`src/rtl/tx_fire_sequencer.sv`:
```
// Transmit firing sequencer. Each rising edge of div_clk starts one transmit
// event. In that event every channel emits one PULSE_LEN-cycle pulse after
// its own latched delay.
//
// state   | meaning
// --------+-----------------------------------------------------------
// ST_IDLE | waiting for an enabled div_clk rising edge; tx_pulse low
// ST_FIRE | event in progress; elapsed counts cycles since the trigger
module tx_fire_sequencer #(
    parameter int NUM_CH    = 4,
    parameter int DELAY_W   = 8,
    parameter int PULSE_LEN = 4
) (
    input  logic                        clock,
    input  logic                        reset_n,
    input  logic                        div_clk,
    input  logic                        enable,
    input  logic [NUM_CH*DELAY_W-1:0]   delays,
    output logic [NUM_CH-1:0]           tx_pulse,
    output logic                        busy,
    output logic [15:0]                 fire_count,
    output logic                        overrun
);

    // One extra bit so max(delay) + PULSE_LEN never overflows.
    localparam int CNT_W = DELAY_W + 1;
    localparam logic [CNT_W-1:0] PULSE_LEN_C = CNT_W'(PULSE_LEN);
    localparam logic [CNT_W-1:0] CNT_ONE     = CNT_W'(1);

    typedef enum logic {
        ST_IDLE = 1'b0,
        ST_FIRE = 1'b1
    } state_t;

    state_t                           state_q, state_d;
    logic                             div_clk_q, div_clk_d;
    logic [NUM_CH-1:0][DELAY_W-1:0]   d_q, d_d;
    logic [CNT_W-1:0]                 end_cnt_q, end_cnt_d;
    logic [CNT_W-1:0]                 elapsed_q, elapsed_d;
    logic [15:0]                      fire_count_q, fire_count_d;
    logic [NUM_CH-1:0]                tx_pulse_q, tx_pulse_d;
    logic                             overrun_q, overrun_d;
    logic                             trig;
    logic [DELAY_W-1:0]               max_in;

    // div_clk is treated as data: a rising edge is the trigger.
    assign div_clk_d = div_clk;
    assign trig      = div_clk & ~div_clk_q;

    // Largest incoming delay, used to size the event at trigger time.
    always_comb begin
        max_in = '0;
        for (int i = 0; i < NUM_CH; i++) begin
            if (delays[i*DELAY_W +: DELAY_W] > max_in) begin
                max_in = delays[i*DELAY_W +: DELAY_W];
            end
        end
    end

    // Next-state, event timing and per-channel pulse window decode.
    always_comb begin
        state_d      = state_q;
        d_d          = d_q;
        end_cnt_d    = end_cnt_q;
        elapsed_d    = elapsed_q;
        fire_count_d = fire_count_q;
        tx_pulse_d   = '0;
        overrun_d    = 1'b0;
        case (state_q)
            ST_IDLE: begin
                if (trig && enable) begin
                    state_d      = ST_FIRE;
                    d_d          = delays;
                    end_cnt_d    = {1'b0, max_in} + PULSE_LEN_C;
                    elapsed_d    = '0;
                    fire_count_d = fire_count_q + 16'd1;
                end
            end
            ST_FIRE: begin
                for (int i = 0; i < NUM_CH; i++) begin
                    tx_pulse_d[i] = (elapsed_q >= {1'b0, d_q[i]}) &&
                                    (elapsed_q < ({1'b0, d_q[i]} + PULSE_LEN_C));
                end
                elapsed_d = elapsed_q + CNT_ONE;
                // A trigger during an event is dropped and only flagged.
                overrun_d = trig;
                if (elapsed_q == end_cnt_q) begin
                    state_d = ST_IDLE;
                end
            end
            default: begin
                state_d = ST_IDLE;
            end
        endcase
    end

    // State and datapath registers; div_clk_q resets high so a div_clk
    // already high at reset release does not fire.
    always_ff @(posedge clock or negedge reset_n) begin
        if (!reset_n) begin
            state_q      <= ST_IDLE;
            div_clk_q    <= 1'b1;
            d_q          <= '0;
            end_cnt_q    <= '0;
            elapsed_q    <= '0;
            fire_count_q <= '0;
            tx_pulse_q   <= '0;
            overrun_q    <= 1'b0;
        end else begin
            state_q      <= state_d;
            div_clk_q    <= div_clk_d;
            d_q          <= d_d;
            end_cnt_q    <= end_cnt_d;
            elapsed_q    <= elapsed_d;
            fire_count_q <= fire_count_d;
            tx_pulse_q   <= tx_pulse_d;
            overrun_q    <= overrun_d;
        end
    end

    assign tx_pulse   = tx_pulse_q;
    assign busy       = (state_q == ST_FIRE);
    assign fire_count = fire_count_q;
    assign overrun    = overrun_q;

endmodule

```
`config.mk`:
```
export PLATFORM = sky130hd
export DESIGN_NAME = tx_fire_sequencer
export DESIGN_NICKNAME = d
export VERILOG_FILES = /design/src/rtl/tx_fire_sequencer.sv
export SDC_FILE = /design/constraint.sdc
export NUM_CORES = 1
export LEC_CHECK = 0
export ABC_AREA = 1
export CAP_MARGIN = 20
export CORE_AREA = 2 2 101 103
export DETAILED_ROUTE_END_ITERATION = 12
export DIE_AREA = 0 0 103 105
export DONT_BUFFER_PORTS = 1
export HOLD_SLACK_MARGIN = 0.06
export PLACE_DENSITY = 0.74
export SLEW_MARGIN = 20
export SYNTH_ARGS = -nofsm -noshare
export SYNTH_HDL_FRONTEND = slang
export SYNTH_SLANG_ARGS = --single-unit
```
`constraint.sdc`:
```
create_clock -name clock -period 1.85 [get_ports clock]
set_clock_uncertainty 0.1 [all_clocks]
set_input_delay 0.37 -clock clock [delete_from_list [all_inputs] [get_ports clock]]
set_output_delay 0.37 -clock clock [all_outputs]
set_load 0.01 [all_outputs]
```
==> metrics.md <==
| Metric | Value |
|---|---|
| Pin count of the biggest net entering global routing | 74 |
| Main synth FF type | sky130_fd_sc_hd__dfrtp_1 |
| Met3 track utilization from global routing | 6.82% |
| Worst-path fanout max | 8 |
| CP max stage cell | sky130_fd_sc_hd__ha_4 |
| Unrepaired setup endpoints after global routing | yes |
| Seq cells post-synth | 73 |
| Overflow after GRT | 0 |
| Number of fillers in the final layout | 578 |
| Highest Clock Rate | 232 MHz |
| Maximum vdd ir drop | 0.664 mV |
| Placeable core area | 0.00964 mm2 |
| Most frequent standard cell in the layout excluding fill and tap cells | sky130_fd_sc_hd__nand2_1 |
| Total number of vias | 5655 |
| Number of cells in the design after placement | 888 |
| Mean routed wirelength per cell | 19.1 um |
| Iteration-0 DRC count of the detailed router | 488 |
| Hold Fails Final Rpt | 73 |
| Fraction of layout instances using a drive strength above 1 | 33.7% |
| Per-instance average area after synthesis | 8.09 um2 |
| Final core utilization | 81.5% |
| Quantity of I/O buffers inserted on ports | 0 |
| DRC violations left | 0 |
| Detailed Route WL | 18300 um |
| Final Slew Violations | 0 |
| Sequential share of the synthesized area | 32.8% |
| Number of global-route vias before repair | 5532 |
| Die width | 103 um |
| Global-route wire length before repair | 26200 um |
| Layout Area Growth over Synthesis | 41.2% |
| Outcome | complete, but fails checks |
| Number of antenna-violating nets in the routed design | 0 |
| Data arrival time at the worst-slack endpoint | 4470 ps |
| Summed instance area of the synthesized netlist | 0.00557 mm2 |
| Die Y | 105 um |
| Type of the worst setup path | in -> reg |
| Final standard cell count with taps included and fillers excluded | 958 |
| Post-synthesis instance total | 688 |
| Last weighted congestion value of the routability-driven placer | 0.912 |
| Number of CTS-inserted buffers | 9 |
| Hold buffer count at cts | 26 |
| Iteration count of the initial detailed-routing pass | 5 |
| Clock period minus final worst setup slack | 4310 ps |
| Final period utilization | 233% |
| Die area | 0.0108 mm2 |
| EDFF count, synth | 0 |
| DR vias/cell | 5.90 |
| Total leakage power | 3.87 nW |
| Max incr delay on CP | 300 ps |
| Buffer depth of the longest clock path | 2 |
| Clock root buffer | sky130_fd_sc_hd__clkbuf_8 |
| Clock network fraction of design power | 18.1% |
| Clock input transition at the sequential cells of the worst setup and hold paths | 80 ps |
| Later-pin clock latency in the skew report | 370 ps |
| Hold WS | -411 ps |
| Sw Share | 41.5% |
| Number of rows created at floorplan | 36 |
| Final setup violation count | 20 |
| Nature of the critical path startpoint | input pin |
| Highest-count cells in the layout ignoring fill and taps | 111 x sky130_fd_sc_hd__nand2_1, 92 x sky130_fd_sc_hd__buf_4, 78 x sky130_fd_sc_hd__inv_1 |
| Met2 track utilization from global routing | 52.6% |
| Relative contribution of sequential cells to total power | 29.7% |
| Power density over the cells | 927 mW/mm2 |
| Internal portion of total power | 4.26 mW |
| Distinct cell type count after synthesis | 38 |
| Ys Warns | 0 |
| Path category of the worst min-delay check | in -> async |
| Critical path data required time | 2010 ps |
| Fraction of registers with async set or reset after synthesis | 100% |
| Overall routing resource usage | 30.7% |
| Peak-usage layer in the global routing report | met2 |
| Category of the worst setup path capture point | flip-flop |
| NetSw | 3.02 mW |
| Failing checks | hold timing, setup timing |
| ANT cells | 0 |
| Relative slew slack | 64.8% |
| Maximum Capacitance Violations | 0 |
| Deepest level of the CTS H-tree | 3 |
| Met1 Resource Use GR | 38.1% |
| Net Count, Synth | 814 |
| Clk sinks | 73 |
| Initial antenna violation count | 0 |
| Clock tree from TritonCTS | yes |
| Io pins | 58 |
| Post-detailed-placement half-perimeter wirelength | 10600 um |
| Starting Density | 57.7% |
| Number of nets at the end of the flow | 946 |
| Post-route setup slack | -2460 ps |
| Relative contribution of combinational cells to total power | 52.2% |
| Actual transition at the worst max-transition pin | 527 ps |
| Crit path top cell by count | sky130_fd_sc_hd__nand2_2 |
worst max-delay path, delay by kind of cell:
family	cells	cell delay (ps)
and+or+nand+nor	20	2120
adders and majority gates	3	810
buffers and inverters	7	620
AOI/OAI and AO/OA	3	540
final timing paths:
path / endpoint / startpoint / cells after the start / slack, ps
min in group clock: d_q[20] / delays[20] / 2 / 90
max in group asynchronous: div_clk_q / reset_n / 0 / 1870
hold / removal: d_q[4] / reset_n / 0 / -410
setup reg to reg: fire_count[14] / div_clk_q / 14 / -240
hold reg to reg: end_cnt_q[6] / end_cnt_q[6] / 2 / 410
setup / recovery: end_cnt_q[5] / delays[3] / 33 / -2460
cells in the mapped netlist (3+ instances only):
cell / number / area share, %
sky130_fd_sc_hd__xnor2_1: 7 / 1.1
sky130_fd_sc_hd__a21o_1: 3 / 0.40
sky130_fd_sc_hd__nor4_1: 5 / 0.56
sky130_fd_sc_hd__dfrtp_1: 72 / 32
sky130_fd_sc_hd__nor2_1: 31 / 2.1
sky130_fd_sc_hd__buf_2: 3 / 0.27
sky130_fd_sc_hd__ha_1: 90 / 20
sky130_fd_sc_hd__nor3_1: 11 / 0.99
sky130_fd_sc_hd__inv_1: 92 / 6.2
sky130_fd_sc_hd__xor2_1: 29 / 4.6
sky130_fd_sc_hd__nand2_1: 137 / 9.2
sky130_fd_sc_hd__nand4_1: 9 / 1.0
sky130_fd_sc_hd__a21oi_1: 37 / 3.3
sky130_fd_sc_hd__nand3_2: 3 / 0.54
sky130_fd_sc_hd__a211oi_1: 5 / 0.67
sky130_fd_sc_hd__o21bai_1: 6 / 0.81
sky130_fd_sc_hd__nand3_1: 29 / 2.6
sky130_fd_sc_hd__clkbuf_1: 12 / 0.81
sky130_fd_sc_hd__inv_2: 4 / 0.27
sky130_fd_sc_hd__o21a_1: 4 / 0.54
sky130_fd_sc_hd__nand2_2: 13 / 1.5
sky130_fd_sc_hd__o21ai_0: 64 / 5.8
stage by stage:
stage | setup slack, ps | total power [mW] | cell area, um2 | TNS, ps
floorplan | -2200 | 3.92 | 5810 | -18070
global placement | -2250 | 4.69 | 6510 | -20840
detailed placement | -2460 | 4.90 | 6510 | -23260
CTS | -1900 | 6.61 | 7390 | -27160
global route | -2560 | 7.72 | 7860 | -24780
finish | -2460 | 7.28 | 7860 | -22870
cell type report:
type / count / area [um2] / area share, %
Clock buffer: 10 / 138 / 1.75
Clock inverter: 6 / 65.1 / 0.828
Inverter: 96 / 410 / 5.22
Sequential cell: 73 / 1830 / 23.3
Tap cell: 133 / 166 / 2.12
Timing Repair Buffer: 135 / 1150 / 14.6
Multi-Input combinational cell: 505 / 4100 / 52.1
registers in the layout, summed over array words and instances (netlist names):
signal      flops
busy            1
d_q            32
div_clk_q       1
elapsed_q       9
end_cnt_q       9
fire_count     16
overrun         1
tx_pulse        4
routing by layer:
layer  up-vias  part of all wire (%)
met3        77                   6.9
met2       281                    50
met1      2756                    38
met4         0                   4.4
met5         -                     0
li1       2541                     -
power by group through the flow:
stage	combinational, mW	sequential, mW	clock [mW]
floorplan	1.87	2.05	0
global placement	2.54	2.15	0
detailed placement	2.74	2.16	0
CTS	3.14	2.14	1.32
global route	4.12	2.19	1.40
finish	3.80	2.16	1.32
logic make-up after synthesis:
family | after synthesis | synth area share, %
XOR/XNOR | 36 | 5.67
buffers and inverters | 111 | 7.55
flip-flops | 73 | 32.8
AND/OR/NAND/NOR | 251 | 21.1
adder cells (fa/ha/maj) | 90 | 20.2
AO/OA/AOI/OAI | 127 | 12.6
what timing repair did:
item / in CTS / in global routing
gates cloned: 1 / 0
setup endpoints to repair: 23 / 60
hold endpoints to repair: 101 / 73
resized for setup: 71 / 85
pin swaps: 25 / 26
setup buffers: 19 / 11
Note: power is estimated with default switching activity, not from simulation.
